<file path="src/rtl/ex_muldiv_pkg.sv">
// Shared definitions for the iterative M-extension multiply/divide unit:
// funct3 encodings, FSM states, decoder constants and signedness helpers.
package ex_muldiv_pkg;

  localparam logic [2:0] MULDIV_MUL    = 3'd0;
  localparam logic [2:0] MULDIV_MULH   = 3'd1;
  localparam logic [2:0] MULDIV_MULHSU = 3'd2;
  localparam logic [2:0] MULDIV_MULHU  = 3'd3;
  localparam logic [2:0] MULDIV_DIV    = 3'd4;
  localparam logic [2:0] MULDIV_DIVU   = 3'd5;
  localparam logic [2:0] MULDIV_REM    = 3'd6;
  localparam logic [2:0] MULDIV_REMU   = 3'd7;

  localparam logic [6:0] OPCODE_OP     = 7'b0110011;
  localparam logic [6:0] OPCODE_OP_32  = 7'b0111011;
  localparam logic [6:0] FUNCT7_MULDIV = 7'b0000001;

  typedef enum logic [1:0] {
    IDLE = 2'd0,
    CALC = 2'd1,
    DONE = 2'd2
  } state_t;

  function automatic logic is_div(input logic [2:0] op);
    return op[2];
  endfunction

  function automatic logic op1_signed(input logic [2:0] op);
    return op inside {MULDIV_MUL, MULDIV_MULH, MULDIV_MULHSU, MULDIV_DIV, MULDIV_REM};
  endfunction

  function automatic logic op2_signed(input logic [2:0] op);
    return op inside {MULDIV_MUL, MULDIV_MULH, MULDIV_DIV, MULDIV_REM};
  endfunction

endpackage

</file>
<file path="src/rtl/ex_muldiv_iter.sv">
// Radix-2 magnitude datapath: one shift-add (multiply) or restoring
// subtract (divide) step per cycle on a {hi, lo} register pair.
module muldiv_iter #(
  parameter int XLEN = 32
) (
  input  logic            clk,
  input  logic            rst,
  input  logic            load,
  input  logic            step,
  input  logic            div,
  input  logic [XLEN-1:0] load_lo,
  input  logic [XLEN-1:0] load_mag,
  output logic [XLEN-1:0] hi_nxt,
  output logic [XLEN-1:0] lo_nxt
);

  logic [XLEN-1:0] hi_q;
  logic [XLEN-1:0] lo_q;
  logic [XLEN-1:0] mag_q;
  logic [XLEN:0]   sum;
  logic [XLEN:0]   shifted;
  logic [XLEN-1:0] diff;
  logic            fits;

  // Multiply: lo holds the multiplier and drains out the bottom while the
  // product grows in from the top. Divide: lo holds the dividend and fills
  // with quotient bits from the bottom; hi is the partial remainder.
  always_comb begin
    sum     = {1'b0, hi_q} + (lo_q[0] ? {1'b0, mag_q} : '0);
    shifted = {hi_q, lo_q[XLEN-1]};
    fits    = shifted >= {1'b0, mag_q};
    diff    = shifted[XLEN-1:0] - mag_q;
    if (div) begin
      hi_nxt = fits ? diff : shifted[XLEN-1:0];
      lo_nxt = {lo_q[XLEN-2:0], fits};
    end else begin
      hi_nxt = sum[XLEN:1];
      lo_nxt = {sum[0], lo_q[XLEN-1:1]};
    end
  end

  // NOTE: sequential state uses <= so every register samples pre-edge values.
  always_ff @(posedge clk) begin
    if (rst) begin
      hi_q  <= '0;
      lo_q  <= '0;
      mag_q <= '0;
    end else if (load) begin
      hi_q  <= '0;
      lo_q  <= load_lo;
      mag_q <= load_mag;
    end else if (step) begin
      hi_q  <= hi_nxt;
      lo_q  <= lo_nxt;
    end
  end

endmodule

</file>
<file path="src/rtl/ex_muldiv.sv">
// Iterative RV32M/RV64M execution unit: FSM, iteration counter, sign
// handling, special-case shortcuts and the hold/write-back handshake.
module ex_muldiv
  import ex_muldiv_pkg::*;
#(
  parameter int XLEN = 32
) (
  input  logic            clk,
  input  logic            rst,
  input  logic            start,
  input  logic [2:0]      op,
  input  logic [XLEN-1:0] op1,
  input  logic [XLEN-1:0] op2,
  input  logic [4:0]      rd_addr2ex,
  input  logic            flush,
  output logic            hold2ctrl,
  output logic [4:0]      rd_addr,
  output logic [XLEN-1:0] rd_data,
  output logic            rd_wen2reg
);

  localparam int CNT_W = $clog2(XLEN) + 1;
  localparam logic [XLEN-1:0] MIN_NEG = {1'b1, {(XLEN-1){1'b0}}};

  state_t            state_q, state_nxt;
  logic [CNT_W-1:0]  cnt_q;
  logic [2:0]        op_q;
  logic [4:0]        addr_q;
  logic              neg_q, rem_neg_q, done_q;
  logic [4:0]        rd_addr_q;
  logic [XLEN-1:0]   rd_data_q;

  logic              sign1, sign2, div_zero, overflow, special, accept, last_step;
  logic [XLEN-1:0]   mag1, mag2, special_res, calc_res;
  logic [XLEN-1:0]   hi_nxt, lo_nxt, quo_fix, rem_fix;
  logic [2*XLEN-1:0] prod, prod_fix;

  assign sign1     = op1[XLEN-1] & op1_signed(op);
  assign sign2     = op2[XLEN-1] & op2_signed(op);
  assign mag1      = sign1 ? -op1 : op1;
  assign mag2      = sign2 ? -op2 : op2;
  assign div_zero  = is_div(op) && (op2 == '0);
  assign overflow  = (op == MULDIV_DIV || op == MULDIV_REM) && (op1 == MIN_NEG) && (op2 == '1);
  assign special   = div_zero | overflow;
  assign accept    = (state_q == IDLE) && start && !flush;
  assign last_step = (state_q == CALC) && (cnt_q == '0);

  muldiv_iter #(.XLEN(XLEN)) u_iter (
    .clk      (clk),
    .rst      (rst),
    .load     (accept),
    .step     (state_q == CALC),
    .div      (op_q[2]),
    .load_lo  (is_div(op) ? mag1 : mag2),
    .load_mag (is_div(op) ? mag2 : mag1),
    .hi_nxt   (hi_nxt),
    .lo_nxt   (lo_nxt)
  );

  // NOTE: defaults first so no path through the block leaves a latch.
  always_comb begin
    special_res = '0;
    if (div_zero)      special_res = (op == MULDIV_DIV || op == MULDIV_DIVU) ? '1 : op1;
    else if (overflow) special_res = (op == MULDIV_DIV) ? op1 : '0;
  end

  // Sign correction uses the value the final step is about to produce.
  always_comb begin
    prod     = {hi_nxt, lo_nxt};
    prod_fix = neg_q ? -prod : prod;
    quo_fix  = neg_q ? -lo_nxt : lo_nxt;
    rem_fix  = rem_neg_q ? -hi_nxt : hi_nxt;
    case (op_q)
      MULDIV_MUL:                                 calc_res = prod_fix[XLEN-1:0];
      MULDIV_MULH, MULDIV_MULHSU, MULDIV_MULHU:   calc_res = prod_fix[2*XLEN-1:XLEN];
      MULDIV_DIV, MULDIV_DIVU:                    calc_res = quo_fix;
      default:                                    calc_res = rem_fix;
    endcase
  end

  always_comb begin
    state_nxt = state_q;
    case (state_q)
      IDLE:    if (accept) state_nxt = special ? DONE : CALC;
      CALC:    if (flush) state_nxt = IDLE;
               else if (cnt_q == '0) state_nxt = DONE;
      default: state_nxt = IDLE;
    endcase
  end

  always_ff @(posedge clk) begin
    if (rst) state_q <= IDLE;
    else     state_q <= state_nxt;
  end

  always_ff @(posedge clk) begin
    if (rst) begin
      cnt_q     <= '0;
      op_q      <= '0;
      addr_q    <= '0;
      neg_q     <= 1'b0;
      rem_neg_q <= 1'b0;
      done_q    <= 1'b0;
      rd_addr_q <= '0;
      rd_data_q <= '0;
    end else begin
      if (accept) begin
        cnt_q     <= CNT_W'(XLEN - 1);
        op_q      <= op;
        addr_q    <= rd_addr2ex;
        neg_q     <= sign1 ^ sign2;
        rem_neg_q <= sign1;
      end else if (state_q == CALC && cnt_q != '0) begin
        cnt_q <= cnt_q - CNT_W'(1);
      end
      done_q <= (state_nxt == DONE);
      if (accept && special) begin
        rd_addr_q <= rd_addr2ex;
        rd_data_q <= special_res;
      end else if (last_step && !flush) begin
        rd_addr_q <= addr_q;
        rd_data_q <= calc_res;
      end
    end
  end

  // A flush arriving in the write-back cycle still suppresses the write.
  assign rd_wen2reg = done_q & ~flush;
  assign hold2ctrl  = ((state_q == IDLE) && start) || (state_q == CALC);
  assign rd_addr    = rd_addr_q;
  assign rd_data    = rd_data_q;

endmodule
</file>
<file path="config.mk">
export PLATFORM = sky130hd
export DESIGN_NAME = ex_muldiv
export DESIGN_NICKNAME = d
export VERILOG_FILES = /design/src/rtl/ex_muldiv_pkg.sv /design/src/rtl/ex_muldiv_iter.sv /design/src/rtl/ex_muldiv.sv
export SDC_FILE = /design/constraint.sdc
export NUM_CORES = 1
export LEC_CHECK = 0
export CAP_MARGIN = 0
export CORE_MARGIN = 1
export CORE_UTILIZATION = 35
export CTS_CLUSTER_DIAMETER = 120
export DETAILED_ROUTE_END_ITERATION = 10
export GPL_TIMING_DRIVEN = 1
export SYNTH_ARGS = -nofsm -noshare
export SYNTH_HDL_FRONTEND = slang
export SYNTH_SLANG_ARGS = --single-unit
</file>
<file path="constraint.sdc">
create_clock -name clk -period 9 [get_ports clk]
set_input_delay 0.9 -clock clk [delete_from_list [all_inputs] [get_ports clk]]
set_output_delay 0.9 -clock clk [all_outputs]
set_load 0.01 [all_outputs]
</file>
==> flow_summary.toml <==
[sta]
finalSetupViolCount = 0
skew_ns = 0.01426
timing.fmax_ghz = 0.1546
slew_headroom = 0.1902
tightest_slew_ns = 1.207
whs_ns = 0.4593
finalSetupTns_ns = 0
period_minus_slack_ns = 6.466
fin_crit_sh = 0.7185
rsz0062_at_grt = "no"
drv_slew = 0
hold_viol = 0

[critical_path]
crit_required_ns = 9.34
worstSetupStartpoint = "u_iter.mag_q[26]"
endpoint_kind = "flip-flop"
startpoint_type = "flip-flop"
reg2reg_to = "rd_data[18]"
path_max_fanout = 16
crit_arrival_ns = 6.81
crit_type = "reg -> reg"
ff2ff_path_depth = 21
r2r-start = "u_iter.mag_q[26]"
r2r_slack_ns = 2.53

[synthesis]
ys_ff_latch = 152
syn-cell-area_sq_mm = 0.01630
syn_nets = 2532
avgSynthCellArea_sq_um = 6.835
synth_cells = 2384
synth_area_leaders = "dfxtp_1 19%, a21oi_1 7.4%, nand2_1 6.6%"
yosysUniqueCellTypes = 92
ys.flop_type = "dfxtp_1"
synth.largest_area_cell = "dfxtp_1"
synth-seq-area-share = 0.1867
yosys_warnings = 0
synth_edf_count = 0
async_flop_share = 0
yosysTopAreaCellShare = 0.1867

[clocking]
numCtsBuffers = 17
clock-root-buffer = "clkbuf_16"
clock_path_buffers = 2
cts_setup_buffers = 0
cts_sinks = 152
cts_hold_buffers = 0
tritoncts = "yes"
cts_resized = 0
path_clk_slew_ns = 0.07
htreeDepth = 4
clk-insertion-delay-late_ns = 0.46

[pwr]
p_leak_nw = 6.710
ir_drop_mv = 0.1383
p_total_mw = 2.646
power_density_mw_per_mm2 = 143.7

[layout]
syn_to_final_growth_pct = 12.98
nets = 2534
drive_gt1_frac = 0.04835
seq_area_sq_mm = 0.003048
antenna_cells = 0
nFillCells = 4873
multi_input_area_sq_mm = 0.01238
instances_no_fill = 2999

[worst_hold_path]
min-delay-start = "addr_q[1]"
holdPathEnd = "addr_q[1]"
min_path_type = "reg -> reg"
holdPathStages = 2

[detailed_routing]
drt-wirelength-per-cell_um = 24.25
vias_per_cell = 6.217
drc = 0
num_vias = 18650
drt_first_pass_iters = 6
drt_wl_total_um = 72720
drtAntennaViolNets = 0
drt_iter0_markers = 1969

[floorplanning]
core-area_sq_mm = 0.04567
ios = 115
fp-row-count = 78
die_w_um = 217.8
start_util = 0.3568
die_height_um = 217.8
die_area_sq_mm = 0.04743

[global_routing]
grtUsageTotal = 0.3000
grt_max_degree = 88
antenna_found_initial = 3
grt_pass1_wl_um = 107500
grt_pass1_vias = 17070
gr-total-overflow = 0

[outcome]
status = "finished, final reports clean"

[placement]
gp_congestion = 1.014
portBuffers = 114
hpwl_um = 56920
post-place-cells = 2966

[flow_run]
maxCapViolCount = 0
per-stage QoR:
stage / area (sq um) / util / worst slack, ns
6_report: 18410 / 0.4031 / 2.534
2_1_floorplan: 16300 / - / 3.646
3_3_place_gp: 17790 / 0.3895 / 3.011
5_1_grt: 18410 / 0.4031 / 2.031
3_5_place_dp: 17790 / 0.3895 / 2.752
4_1_cts: 18400 / 0.4029 / 2.726
sequential cells by signal (all words and copies together) (netlist names), 3 cells and up:
name,count
addr_q,5
cnt_q,6
op_q,3
rd_addr,5
rd_data,32
u_iter.hi_q,32
u_iter.lo_q,32
u_iter.mag_q,32
Yosys cell counts (46+ instances only):
cell type / n
xor2_1: 56
nor3_1: 69
mux2i_1: 46
a21oi_1: 240
ha_1: 70
clkbuf_1: 132
inv_1: 67
nor2_1: 272
nand2_1: 287
xnor2_1: 97
o21ai_0: 187
a211oi_1: 55
dfxtp_1: 152
o211ai_1: 86
layout by cell type (no fill, tap or decap), types with 56 or more instances in the layout:
master             n
xnor2_1           97
nand2_1          287
o21ai_0          187
ha_1              70
inv_1             67
xor2_1            56
o211ai_1          86
nor3_1            67
a21oi_1          240
nor2_1           272
dfxtp_1          150
clkdlybuf4s50_1  112
worst max-delay path, stage by stage, from the launching register on:
cell and delay, ns:
dfxtp_1 0.33, inv_1 0.07, ha_1 0.39, a211o_1 0.34, a21oi_1 0.30, o21bai_1 0.13
nand2_1 0.56, nor2_1 0.39, a21oi_1 0.30, ha_1 0.24, o211ai_1 0.17, or4_1 0.49
or2_2 0.37, nor3_1 0.45, nand2_1 0.23, nand2_1 0.13, inv_1 0.06, or3b_1 0.52
o21ai_0 0.24, xnor2_1 0.15, a221oi_1 0.11, a2111oi_0 0.37
cell type report:
| class | instances | share of cell area |
|---|---|---|
| Inverter | 68 | 0.01386 |
| Clock inverter | 9 | 0.007407 |
| Multi-Input combinational cell | 2003 | 0.6726 |
| Sequential cell | 152 | 0.1655 |
| Timing Repair Buffer | 144 | 0.07380 |
| Clock buffer | 23 | 0.02603 |
| Tap cell | 600 | 0.04077 |
where the power goes:
group	total [mW]	switching, mW	internal (mW)	leakage, nW
sequential	0.748	0.0404	0.707	1.24
clock	0.790	0.328	0.462	0.294
combinational	1.11	0.743	0.366	5.18
per-layer routing:
layer	wire [um]	share of wire	vias to the layer above	GRT usage
li1	-	-	8750	-
met1	31360	0.43	8909	0.4006
met2	32000	0.44	843	0.4631
met3	6085	0.084	139	0.05900
met4	3245	0.045	4	0.1368
met5	27	0.00037	-	0
how the worst max path moves through the flow:
stage | endpoint | slack, ns | cells past startpoint
final | rd_data[18] | 2.53 | 21
after global routing | rd_data[18] | 2.03 | 21
after CTS | rd_data[18] | 2.73 | 21
after detailed placement | rd_data[18] | 2.75 | 21
after global placement | rd_data[18] | 3.01 | 21
after floorplan | rd_data[30] | 3.65 | 25
cells by family (layout without fill, tap and decap cells):
logic type,after synthesis,after routing,share of synthesized area
AO/OA/AOI/OAI,838,838,0.3339
XOR/XNOR,153,153,0.08223
adder cells (fa/ha/maj),72,72,0.05620
buffers and inverters,229,244,0.05482
flip-flops,152,152,0.1867
multiplexers,56,56,0.03517
AND/OR/NAND/NOR,884,884,0.2509
(Power assumes the default switching activity.)
